### config.mk
export PLATFORM = sky130hd
export DESIGN_NAME = bram_port_arbiter
export DESIGN_NICKNAME = d
export VERILOG_FILES = /design/src/rtl/bram_port_arbiter.sv
export SDC_FILE = /design/constraint.sdc
export NUM_CORES = 1
export LEC_CHECK = 0
export CORE_MARGIN = 5
export CORE_UTILIZATION = 30
export CTS_CLUSTER_SIZE = 28
export DETAILED_ROUTE_END_ITERATION = 8
export HOLD_SLACK_MARGIN = 0.03
export PLACE_DENSITY_LB_ADDON = 0.15
export SYNTH_ARGS = -nofsm -noshare
export SYNTH_HDL_FRONTEND = slang
export SYNTH_SLANG_ARGS = --single-unit
export TNS_END_PERCENT = 20
### constraint.sdc
create_clock -name clk -period 3.03 [get_ports clk]
set_input_delay 0.4545 -clock clk [delete_from_list [all_inputs] [get_ports clk]]
set_output_delay 0.4545 -clock clk [all_outputs]
set_load 0.05 [all_outputs]
### src/rtl/bram_port_arbiter.sv
// Round-robin arbiter sharing one block RAM port among NumClients channels.
// Each RAM response is captured in a one-entry return stage and routed back to its issuer.
module bram_port_arbiter #(
    parameter int Width           = 8,
    parameter int AddrWidth       = 8,
    parameter int NumClients      = 2,
    parameter int CLog2NumClients = 1,
    localparam int ReqW           = Width + AddrWidth + 1
) (
    input  logic                       clk,
    input  logic                       resetn,
    input  logic [ReqW-1:0]            client_reqs [NumClients],
    input  logic [NumClients-1:0]      client_req_valids,
    output logic [NumClients-1:0]      client_req_bps,
    output logic [Width-1:0]           client_resps [NumClients],
    output logic [NumClients-1:0]      client_resp_valids,
    input  logic [NumClients-1:0]      client_resp_bps,
    output logic [ReqW-1:0]            mem_req,
    output logic                       mem_req_valid,
    input  logic                       mem_req_bp,
    input  logic [Width-1:0]           mem_resp,
    input  logic                       mem_resp_valid,
    output logic                       mem_resp_bp
);

    logic [CLog2NumClients-1:0] rr_ptr_q, rr_ptr_d;
    logic                       out_valid_q, out_valid_d;
    logic [CLog2NumClients-1:0] out_owner_q, out_owner_d;
    logic [Width-1:0]           out_data_q, out_data_d;

    logic [CLog2NumClients-1:0] grant_s;
    logic                       any_valid_s;
    logic                       drain_s;
    logic                       slot_free_s;
    logic                       xfer_s;

    // Grant = valid client with the smallest wrapped distance from rr_ptr.
    always_comb begin
        int dist_v;
        int best_v;
        grant_s     = '0;
        any_valid_s = 1'b0;
        best_v      = NumClients;
        for (int i = 0; i < NumClients; i++) begin
            dist_v = i - int'(rr_ptr_q);
            if (dist_v < 0) begin
                dist_v = dist_v + NumClients;
            end else begin
                dist_v = dist_v;
            end
            if (client_req_valids[i] && (dist_v < best_v)) begin
                best_v      = dist_v;
                grant_s     = CLog2NumClients'(i);
                any_valid_s = 1'b1;
            end else begin
                best_v      = best_v;
            end
        end
    end

    // Handshake terms and client-facing outputs.
    always_comb begin
        drain_s       = out_valid_q & ~client_resp_bps[out_owner_q];
        slot_free_s   = ~out_valid_q | drain_s;
        mem_req       = client_reqs[grant_s];
        mem_req_valid = any_valid_s & slot_free_s;
        mem_resp_bp   = ~slot_free_s;
        xfer_s        = mem_req_valid & ~mem_req_bp & mem_resp_valid;
        for (int i = 0; i < NumClients; i++) begin
            client_req_bps[i]     = ~(xfer_s & (grant_s == CLog2NumClients'(i)));
            client_resp_valids[i] = out_valid_q & (out_owner_q == CLog2NumClients'(i));
            client_resps[i]       = out_data_q;
        end
    end

    // Return-stage and pointer update; a drain in the same cycle as a transfer is a refill.
    always_comb begin
        rr_ptr_d    = rr_ptr_q;
        out_valid_d = out_valid_q;
        out_owner_d = out_owner_q;
        out_data_d  = out_data_q;
        if (xfer_s) begin
            out_data_d  = mem_resp;
            out_owner_d = grant_s;
            out_valid_d = 1'b1;
            if (grant_s == CLog2NumClients'(NumClients - 1)) begin
                rr_ptr_d = '0;
            end else begin
                rr_ptr_d = grant_s + CLog2NumClients'(1);
            end
        end else if (drain_s) begin
            out_valid_d = 1'b0;
        end else begin
            out_valid_d = out_valid_q;
        end
    end

    // State registers; reset discards any held response.
    always_ff @(posedge clk or negedge resetn) begin
        if (!resetn) begin
            rr_ptr_q    <= '0;
            out_valid_q <= 1'b0;
            out_owner_q <= '0;
            out_data_q  <= '0;
        end else begin
            rr_ptr_q    <= rr_ptr_d;
            out_valid_q <= out_valid_d;
            out_owner_q <= out_owner_d;
            out_data_q  <= out_data_d;
        end
    end

endmodule

==> metrics list, run 1 <==
* First-pass detailed-route iteration total: 3
* Flip-flop and latch count after synthesis: 11
* Avg WL per Cell: 14.8 um
- After the first detailed-routing iteration, the DRC count stood at 8.
- Setup slack of the most critical reg-to-reg path: 1.12 ns
* Share of synthesized cell area in full adder, half adder and majority cells: 0%
* Buf/Inv on CP: 2
* Via count of the first global-routing pass: 918
- Of the total synthesized cell area, the portion taken by XOR and XNOR cells is 0%.
- Area of the core region: 2520 um2
- Area share of the leading cell type in the synthesized netlist: 34.1%
- CP arrival: 2.12 ns
- Routability-driven placement finished with a final weighted congestion of 0.747.
- DRC violations left: 0
- The largest single stage delay on the critical path is 0.83 ns.
* Num ports: 89
- Setup CP Type: in -> out
- In this run the critical register-to-register path is launched from out_owner_q$_DFFE_PN0P_.
- CP cell instances: clkdlybuf4s50_1 -> mux2_4 -> and2_1 -> clkdlybuf4s50_1
- After filler insertion, the fill cell instance count of the layout stands at 209.
- Min Tclk post-route: 2.57 ns
* Kind of end point of the critical path: output port
* Pwr per Cell Area: 613 nW/um2
* Full die area: 3830 um2
- For this design the total switching power over the nets is 0.497 mW.
- Die Y: 61.9 um
- Total negative slack for setup checks: 0 ns
* Port Buffers: 88
- The final layout contains 202 nets.
- Max-slew violation count: 0
* Cts repair resizes: 0
- Yosys mapped a number of flops with a built-in enable equal to 0.
- The worst hold path belongs to the class in -> async.
* Buffer cell driving the clock tree root: sky130_fd_sc_hd__clkbuf_4
* Synthesized-area fraction occupied by ao, oa, aoi and oai cells: 6.81%
- Overall power consumption: 1.01 mW
- Max-Slew Margin vs Limit: 65.9%
* Count of H-tree levels built during CTS: 1
- Final ANT Viol Nets: 0
- In the post-synthesis netlist, the cell with the most instances is sky130_fd_sc_hd__mux2_2.
- The finished cells cover 1650 um2.
* Proportion of power drawn by flip-flops and latches: 21.6%
* Buffers from clock root to sink, at most: 2
- At the later pin of the worst-skew pair, clock insertion delay measures 0.26 ns.
* Die Span X: 61.9 um
- The final critical path takes up 84.9% of the cycle.
- Clock skew after layout: 0.00381 ns
* Fraction of registers with async set or reset after synthesis: 100%
- Distinct cell type count after synthesis: 20
* Crit Reg-Reg Endpoint: out_data_q[1]$_DFFE_PN0P_
* CP Launch Type: input port
- The synthesized design spends more area on one cell type than any other, namely sky130_fd_sc_hd__dfrtp_1.
- CTS tree: built
- Clock transition at path regs: 0.07 ns
- GRT Overall Usage: 13.6%
- Main combinational cell family by area after synthesis: multiplexers
- The number of antenna diodes in the final layout is 0.
- The initial antenna violation count was 0.
- Using the TritonRoute via totals, the vias-per-cell ratio works out to 4.51.
- Post-synthesis simple-gate area fraction: 6.66%
- Detailed Place HPWL: 2.38 mm
- Effective utilization at floorplan: 32.0%
* Lkg Pwr: 0.696 nW
- In the synthesized netlist, mux cells make up 41.2% of the area.
* CTS buffer count: 3
- Synthesized instance count: 67
- The final-report hold violation count is 0.
- At the pin with the least slew margin, the transition time is 0.510 ns.
- From synthesis to final layout, the design area changed by 104%.
- The first global-routing pass estimated 3.86 mm of wire.
- Synthesis warning total: 0
* DP Cell Count: 177
- Largest net degree at the start of global routing: 12
* Fraction of the yosys area taken by sequential cells: 34.1%
* Number of cells on the worst reg-to-reg path: 4
- For this design, the CTS-stage hold fixing added 0 buffers.
- VDD sags by at most 0.000491 V.
- The flow ran to the end, and the final reports show no timing, DRC or antenna violations.
- Comb pwr share: 68.6%
- The cell area that synthesis handed to floorplanning was 808 um2.
- Kind of cell adding the most delay to the critical path: buffers and inverters
- Counting stages on the worst path, the most repeated cell is sky130_fd_sc_hd__clkdlybuf4s50_1.
- Cell internal power dissipation: 0.512 mW
- After synthesis, the mean cell area works out to 12.1 um2.
* Switching share of power: 49.3%
- For this design, the slowest cell found on the critical path is sky130_fd_sc_hd__clkdlybuf4s50_1.
- Clock network fraction of total power: 9.8%
- The number of nets handed over by synthesis was 117.
* Post-synth top cells: sky130_fd_sc_hd__mux2_2 (17), sky130_fd_sc_hd__dfrtp_1 (11), sky130_fd_sc_hd__buf_4 (8), sky130_fd_sc_hd__mux2_4 (8), sky130_fd_sc_hd__inv_1 (3)
- Layout cell share with drive strength beyond 1: 34.4%
- Row Count: 18
- Post-CTS setup-driven buffer insertion count: 0
- Setup repair after global routing missed its margin: false
- The finished layout holds 181 standard cells, fillers aside.
- Total wire length: 2.68 mm
* Most frequently used flop master after synthesis: sky130_fd_sc_hd__dfrtp_1
- Global route total overflow: 0
- Across all layers, the routed design uses 816 vias.
- By area the synthesized netlist is led by sky130_fd_sc_hd__dfrtp_1 (34%), sky130_fd_sc_hd__mux2_2 (24%), sky130_fd_sc_hd__mux2_4 (15%).
- Number of maximum-capacitance violations: 0
* Fmax: 0.389 GHz
- Setup violations remaining at the end of the flow were counted as 0.
* Critical path data required time: 2.58 ns
- In this run the cell area measured after placement is 1620 um2.
- Counting every sink on the clock net gives 11.
* Critical-path maximum fanout: 4
==> flip-flops by register name, indices dropped and copies added (netlist names) <==
signal,count
rr_ptr_q,1
out_data_q,8
out_valid_q,1
out_owner_q,1
==> stage by stage <==
stage	hold slack [ns]	utilization, %	worst slack [ns]
after floorplan	0.159	-	0.748
after global placement	0.492	64.2	0.490
after CTS	0.529	65.2	0.445
final	0.516	65.2	0.457
after global routing	0.548	65.2	0.398
after detailed placement	0.518	64.2	0.465
==> final cells by class <==
type | instances | area (um2) | area share, %
timing repair buffer | 91 | 853 | 51.9
multi-input combinational | 42 | 442 | 26.8
tap | 30 | 37.5 | 2.28
clock buffer | 4 | 26.3 | 1.60
inverter | 3 | 11.3 | 0.684
sequential | 11 | 275 | 16.7
==> cells by family (layout without fill, tap and decap cells) <==
logic type,Yosys count,in the layout
flip-flops,11,11
AND/OR/NAND/NOR,10,10
buffers and inverters,14,98
AO/OA/AOI/OAI,5,5
multiplexers,27,27
==> cell usage in the layout, fill, tap and decap left out, types with 2 or more instances in the layout <==
cell type / netlist / final
sky130_fd_sc_hd__inv_1: 3 / 3
sky130_fd_sc_hd__and2_1: 2 / 2
sky130_fd_sc_hd__nand2b_1: 2 / 2
sky130_fd_sc_hd__clkbuf_4: 0 / 3
sky130_fd_sc_hd__nor2b_1: 2 / 2
sky130_fd_sc_hd__clkdlybuf4s50_1: 0 / 68
sky130_fd_sc_hd__buf_4: 8 / 23
sky130_fd_sc_hd__mux2_4: 8 / 8
sky130_fd_sc_hd__mux2_2: 17 / 17
sky130_fd_sc_hd__dfrtp_1: 11 / 11
sky130_fd_sc_hd__nor2_1: 2 / 2
==> power by group through the flow <==
stage | clock network, mW | logic (mW) | registers (mW)
global route | 0.109 | 0.719 | 0.226
floorplan | 0 | 0.396 | 0.308
global placement | 0 | 0.693 | 0.217
finish | 0.0984 | 0.692 | 0.218
detailed placement | 0 | 0.698 | 0.221
CTS | 0.0988 | 0.700 | 0.219
==> how the worst max path moves through the flow <==
stage	startpoint	end	cells past startpoint	slack, ns
after floorplan	client_resp_bps[0]	mem_req_valid	3	0.75
after global placement	client_resp_bps[0]	mem_resp_bp	4	0.49
after detailed placement	client_resp_bps[0]	mem_resp_bp	4	0.46
after CTS	client_resp_bps[0]	mem_resp_bp	4	0.44
after global routing	client_resp_bps[1]	mem_resp_bp	4	0.40
final	client_resp_bps[0]	mem_resp_bp	4	0.46
==> metal layers <==
layer,track usage (%),vias up,wire [um]
li1,-,396,-
met1,13.2,383,858
met2,27.7,35,1600
met3,2.89,2,208
met4,4.55,0,19
met5,0,-,0
No activity file was read; power rests on OpenSTA's default activity.
==> run 2: changes to the inputs <==
--- a/config.mk
+++ b/config.mk
@@ -6,7 +6,7 @@
 export NUM_CORES = 1
 export LEC_CHECK = 0
 export CORE_MARGIN = 5
-export CORE_UTILIZATION = 30
+export CORE_UTILIZATION = 28
 export CTS_CLUSTER_SIZE = 28
 export DETAILED_ROUTE_END_ITERATION = 8
 export HOLD_SLACK_MARGIN = 0.03
==> constraint.sdc (replaced) <==
create_clock -name clk -period 2.4 [get_ports clk]
set_input_delay 0.36 -clock clk [delete_from_list [all_inputs] [get_ports clk]]
set_output_delay 0.36 -clock clk [all_outputs]
set_load 0.05 [all_outputs]
==> metrics list, run 2 (synthesis results as in run 1) <==
* DRC violations left: 0 (unchanged)
* Proportion of power drawn by flip-flops and latches: 21.2% (-0.4 points)
- CP Launch Type: input port
- The worst setup slack after placement is 0.186 ns (-0.279 ns).
- Crit path capture: mem_req[8]
* Pwr per Cell Area: 767 nW/um2 (+25%)
- Buffers from clock root to sink, at most: 2 (unchanged)
- Drt first-iter violations: 15 (+7)
- Filler instances: 245 (+17%)
- Vias post-DR: 816 (unchanged)
* Critical Path Start: client_req_valids[0]
- The initial antenna violation count is 0 (unchanged).
- Setup repair after global routing left no endpoint under its margin.
- The top cell types in the final layout, fill and taps aside, are sky130_fd_sc_hd__clkdlybuf4s50_1 (67), sky130_fd_sc_hd__buf_4 (23), sky130_fd_sc_hd__mux2_2 (17), sky130_fd_sc_hd__dfrtp_1 (11), sky130_fd_sc_hd__mux2_4 (8).
- The overall power of the completed layout was 1.29 mW (+27%).
- Final period util: 92.4%
- Timing would allow up to 0.451 GHz.
- GRT Overall Usage: 12.8% (-0.79 points)
* Count of H-tree levels built during CTS: 1 (unchanged)
* Synth-to-Final Area Change: 107%
- The critical path is of the in -> out type.
- Effective utilization at floorplan: 29.3% (-2.7 points)
- The fraction of power spent switching nets is 48.7% (-0.53 points).
* Area occupied by multi-input gates: 442 um2 (unchanged)
* Top reg by flops: out_data_q
- The total negative slack came to 0 ns (unchanged).
- CTS tree: built
- The floorplan row count was 19 (+1).
- Flip-flop count of the largest register after layout: 8 (unchanged)
* Min Tclk post-route: 2.22 ns
- CTS Hold Buffers Added: 0 (unchanged)
- The maximum vdd drop was 0.000643 V (+31%).
* Comb pwr share: 69.2% (+0.6 points)
- The final-report hold violation count was 0 (unchanged).
- The detailed-route vias per instance was 4.46 (-1.1%).
- Detailed Place HPWL: 2.35 mm (-1.2%)
* Result of the run: complete, no violations
- Net load switching power: 0.626 mW (+26%)
- Final weighted congestion of routability-driven global placement: 0.777 (+4.0%)
* Clock network fraction of total power: 9.6% (-0.2 points)
* Hold WS: 0.418 ns (-0.0978 ns)
* Port Buffers: 88 (unchanged)
* Critical-path maximum fanout: 10 (+6)
* Via count of the first global-routing pass: 857 (-6.6%)
* Number of maximum-capacitance violations: 0 (unchanged)
- The antenna cell count was 0 (unchanged).
- The remaining antenna violation count after routing was 0 (unchanged).
* Clock transition at path regs: 0.07 ns (about the same)
- The internal power came to 0.659 mW (+29%).
- The worst hold path belongs to the class in -> async.
* Slew at the pin closest to its max-slew limit: 0.517 ns (+0.00687 ns)
- Post-CTS setup-driven buffer insertion count: 0 (unchanged)
* Area of the core region: 2760 um2 (+9.3%)
- The average wire per standard cell is 14.4 um (-2.8%).
- Lkg Pwr: 0.711 nW (+2.2%)
- Total wire length: 2.64 mm (-1.7%)
- Die Span X: 63.7 um (+2.9%)
- Buffer cell driving the clock tree root: sky130_fd_sc_hd__clkbuf_4
- Final core utilization: 60.8% (-4.4 points)
- First-pass detailed-route iteration total: 4 (+1)
* Setup slack of the most critical reg-to-reg path: 0.53 ns (-0.59 ns)
- Crit Reg-Reg Endpoint: out_data_q[1]$_DFFE_PN0P_
- The latest clock arrival within the worst-skew pair is 0.27 ns (about the same).
- Num ports: 89 (unchanged)
- The post-cts gate resize count is 0 (unchanged).
* Largest net degree at the start of global routing: 12 (unchanged)
* Net count, final: 203 (+0.50%)
- Max-Slew Margin vs Limit: 65.5% (-0.46 points)
- The sequential standard cell area is 275 um2 (unchanged).
* Kind of end point of the critical path: output port
- The arrival time at the worst endpoint is 1.86 ns (-0.26 ns).
* Clk sink count: 11 (unchanged)
- The library cell used most frequently in the layout, excluding fill and tap cells, is sky130_fd_sc_hd__clkdlybuf4s50_1.
- The floorplan die area came to 4060 um2 (+6.0%).
- Critical path data required time: 2.04 ns (-0.54 ns)
- The total CTS buffers is 3 (unchanged).
- Die Y: 63.7 um (+2.9%)
- The worst clock skew on the final layout was 0.00338 ns (-0.000428 ns).
- The startpoint identified for the worst register-to-register timing path is out_owner_q$_DFFE_PN0P_.
- The final setup violation count is 0 (unchanged).
- The wire length of the first global-routing pass came to 4.04 mm (+4.8%).
- Layout cell share with drive strength beyond 1: 35.5% (+1.1 points)
- The final worst-path setup slack came to 0.182 ns (-0.275 ns).
- Number of cells on the worst reg-to-reg path: 4 (unchanged)
- The global route total overflow came to 0 (unchanged).
* Max-slew violation count: 0 (unchanged)
[run 2: how the worst min path moves through the flow]
stage          slack [ns]                        end  depth (start not counted)                       from
6_report             0.42    out_valid_q$_DFFE_PN0P_                          1                     resetn
2_1_floorplan        0.06  out_data_q[0]$_DFFE_PN0P_                          0                     resetn
3_5_place_dp         0.50  out_data_q[1]$_DFFE_PN0P_                          1  out_data_q[1]$_DFFE_PN0P_
3_3_place_gp         0.50  out_data_q[1]$_DFFE_PN0P_                          1  out_data_q[1]$_DFFE_PN0P_
5_1_grt              0.44    out_valid_q$_DFFE_PN0P_                          1                     resetn
4_1_cts              0.43    out_valid_q$_DFFE_PN0P_                          1                     resetn
[run 2: final cells by class]
type | instances | area share, %
Inverter | 3 | 0.672
Sequential cell | 11 | 16.4
Tap cell | 31 | 2.31
Clock buffer | 4 | 1.57
Timing Repair Buffer | 92 | 52.7
Multi-Input combinational cell | 42 | 26.3
[run 2: layer usage]
layer  share of wire (%)  global-route usage (%)  routed length (um)
met5                   0                       0                   0
met4                 1.9                    6.23                  51
met3                 8.2                    5.15                 217
met2                  56                    23.2                1490
met1                  33                    12.4                 880
[run 2: critical path, stage by stage]
cell and delay, ns:
sky130_fd_sc_hd__clkdlybuf4s50_1 0.50, sky130_fd_sc_hd__inv_1 0.07, sky130_fd_sc_hd__o21ai_1 0.18, sky130_fd_sc_hd__buf_4 0.21, sky130_fd_sc_hd__mux2_2 0.35, sky130_fd_sc_hd__buf_4 0.19
[run 2: per-stage QoR]
step / instances / area (um2)
global route: 183 / 1680
global placement: 179 / 1650
floorplan: 67 / 808
finish: 183 / 1680
detailed placement: 179 / 1650
CTS: 183 / 1680
[run 2: power groups by stage]
stage                     Sequential (mW)  Clock [mW]  Combinational [mW]
after floorplan                     0.389           0               0.500
after global placement              0.273           0               0.891
after detailed placement            0.277           0               0.897
after CTS                           0.273       0.132               0.900
after global routing                0.282       0.141               0.923
final                               0.272       0.123               0.890
==> run 3: changes to the inputs <==
==> constraint.sdc (replaced) <==
create_clock -name clk -period 2.1 [get_ports clk]
set_input_delay 0.315 -clock clk [delete_from_list [all_inputs] [get_ports clk]]
set_output_delay 0.315 -clock clk [all_outputs]
set_load 0.05 [all_outputs]
==> metrics list, run 3 (synthesis results as in run 1) <==
- Result of the run: complete, no violations
- Full die area: 4060 um2 (unchanged)
* Num ports: 89 (unchanged)
- Final period util: 96.8%
- The net count of the finished layout is 208 (+2.5%).
* Clk sink count: 11 (unchanged)
* Clock transition at path regs: 0.06 ns (about the same)
- Crit Reg-Reg Endpoint: out_data_q[4]$_DFFE_PN0P_
- Final count of negative-setup-slack endpoints: 0 (unchanged)
- The maximum fanout along the worst path was 9 (-1).
* Die Y: 63.7 um (unchanged)
* Setup repair after global routing missed its margin: false
- The path class of the tightest hold or removal check is in -> async.
- The number of design rule violations left after detail routing is 0 (unchanged).
* Highest-count cells in the layout ignoring fill and taps: sky130_fd_sc_hd__clkdlybuf4s50_1 (66), sky130_fd_sc_hd__buf_4 (24), sky130_fd_sc_hd__mux2_2 (17), sky130_fd_sc_hd__dfrtp_1 (11), sky130_fd_sc_hd__mux2_4 (8)
- Max-slew violation count: 0 (unchanged)
* Number of maximum-capacitance violations: 0 (unchanged)
* Hold WS: 0.387 ns (-0.0311 ns)
* CP Launch Type: input port
- Avg WL per Cell: 15.6 um (+7.9%)
* Clock skew after layout: 0.00102 ns (-0.00235 ns)
- The tree is rooted in a sky130_fd_sc_hd__clkbuf_4.
- The first-pass iteration count of the detailed router is 4 (unchanged).
* Flip-flop count of the largest register after layout: 8 (unchanged)
* Max-Slew Margin vs Limit: 65.8% (+0.34 points)
* Area of the core region: 2760 um2 (unchanged)
* Detailed Place HPWL: 2.30 mm (-1.9%)
- CTS buffer count: 3 (unchanged)
- The maximum vdd drop was 0.000660 V (+2.7%).
* First-pass GRT wire length: 4.09 mm (+1.2%)
- Count of H-tree levels built during CTS: 1 (unchanged)
- Min Tclk post-route: 2.03 ns
* Top reg by flops: out_data_q
- The antenna cell count came to 0 (unchanged).
- Clock latency at the later pin of the worst-skew pair: 0.26 ns (about the same)
* Instance area after placement: 1680 um2 (+1.8%)
- The detailed-route vias per instance is 4.54 (+1.9%).
- DP Cell Count: 181 (+1.1%)
- Lkg Pwr: 0.768 nW (+8.0%)
- Layout cell share with drive strength beyond 1: 39.5% (+4.0 points)
- Leading cell type in the layout, fill and taps excluded: sky130_fd_sc_hd__clkdlybuf4s50_1
- Final weighted congestion of routability-driven global placement: 0.706 (-9.1%)
* Total wire length: 2.92 mm (+11%)
* CP arrival: 1.72 ns (-0.14 ns)
- Row Count: 19 (unchanged)
- The global route total overflow is 0 (unchanged).
- Slew at the pin closest to its max-slew limit: 0.500 ns (-0.0164 ns)
- Largest net degree at the start of global routing: 19 (+7)
- The starting density of the core is 29.3% (unchanged).
* Summed area of non-filler cells in the final layout: 1780 um2 (+6.3%)
- Synth-to-Final Area Change: 120%
* Drt first-iter violations: 23 (+8)
- CTS tree: built
* Via count of the first global-routing pass: 909 (+6.1%)
- Pwr per Cell Area: 855 nW/um2 (+12%)
- The final-report hold violation count was 0 (unchanged).
* Worst reg2reg path startpoint: out_owner_q$_DFFE_PN0P_
- For this run, the top clock speed supported by timing is 0.492 GHz.
- The deepest clock path buffer count is 2 (unchanged).
- Vias post-DR: 854 (+4.7%)
- The register-to-register setup slack was 0.23 ns (-0.30 ns).
- The die width is 63.7 um (unchanged).
* Overall power consumption: 1.52 mW (+19%)
- The initial antenna violation count is 0 (unchanged).
* Number of cells on the worst reg-to-reg path: 5 (+1)
* Non-filler cells in the finished layout: 188 (+2.7%)
* Critical path data required time: 1.78 ns (-0.26 ns)
- The remaining antenna violation count after routing is 0 (unchanged).
- The worst setup path is captured at an output port.
* Setup CP Type: in -> out
- Port Buffers: 88 (unchanged)
- GRT Overall Usage: 12.6% (-0.21 points)
[run 3: changes by cell type in the layout (fill, tap and decap cells not counted), sizes merged]
cell / before / now
dlymetal6s2s: 0 / 1
buf: 25 / 28
clkbuf: 4 / 6
clkdlybuf4s50: 67 / 66
[run 3: layout make-up]
cell class	instances	area, um2
Timing Repair Buffer	97	975
Inverter	3	11.3
Fill cell	212	976
Sequential cell	11	275
Clock buffer	4	26.3
Multi-Input combinational cell	42	455
Tap cell	31	38.8
[run 3: what timing repair did]
action                     in CTS  in global routing
setup endpoints to repair      18                 19
hold endpoints to repair        0                  0
cloned                          0                  2
hold buffers                    0                  0
buffers inserted                0                  1
resized for setup               1                  4
pin swaps                       1                  2
[run 3: critical path, stage by stage]
cell and delay [ns]:
sky130_fd_sc_hd__clkdlybuf4s50_1 0.50, sky130_fd_sc_hd__o21ai_4 0.16, sky130_fd_sc_hd__clkbuf_16 0.21, sky130_fd_sc_hd__mux2_2 0.33, sky130_fd_sc_hd__buf_4 0.19
[run 3: how the worst max path moves through the flow]
stage,start,to
global route,out_owner_q$_DFFE_PN0P_,client_req_bps[0]
detailed placement,client_resp_bps[0],out_data_q[0]$_DFFE_PN0P_
floorplan,out_owner_q$_DFFE_PN0P_,client_req_bps[1]
finish,client_req_valids[1],mem_req[2]
global placement,client_resp_bps[0],out_data_q[7]$_DFFE_PN0P_
CTS,client_req_valids[0],mem_req[1]
[run 3: per-layer routing]
metal / part of all wire [%] / wire (um) / vias to the layer above / track usage, %
li1: - / - / 411 / -
met3: 6.2 / 180 / 2 / 4.26
met2: 59 / 1720 / 38 / 24.6
met4: 0.68 / 20 / 0 / 3.12
met1: 34 / 998 / 403 / 12.4
met5: 0 / 0 / - / 0
[run 3: where the power goes]
part           switching (mW)  internal, mW  total, mW
clock network          0.0661        0.0734      0.139
logic                   0.617         0.450       1.07
registers              0.0508         0.266      0.317
[run 3: metrics by stage]
step | utilization [%] | TNS [ns] | setup slack, ns
floorplan | - | 0 | 0.182
detailed placement | 60.9 | -0.511 | -0.0543
global route | 64.6 | 0 | 0.0139
finish | 64.6 | 0 | 0.0665
CTS | 62.0 | 0 | 0.0160
global placement | 60.9 | -0.213 | -0.0435
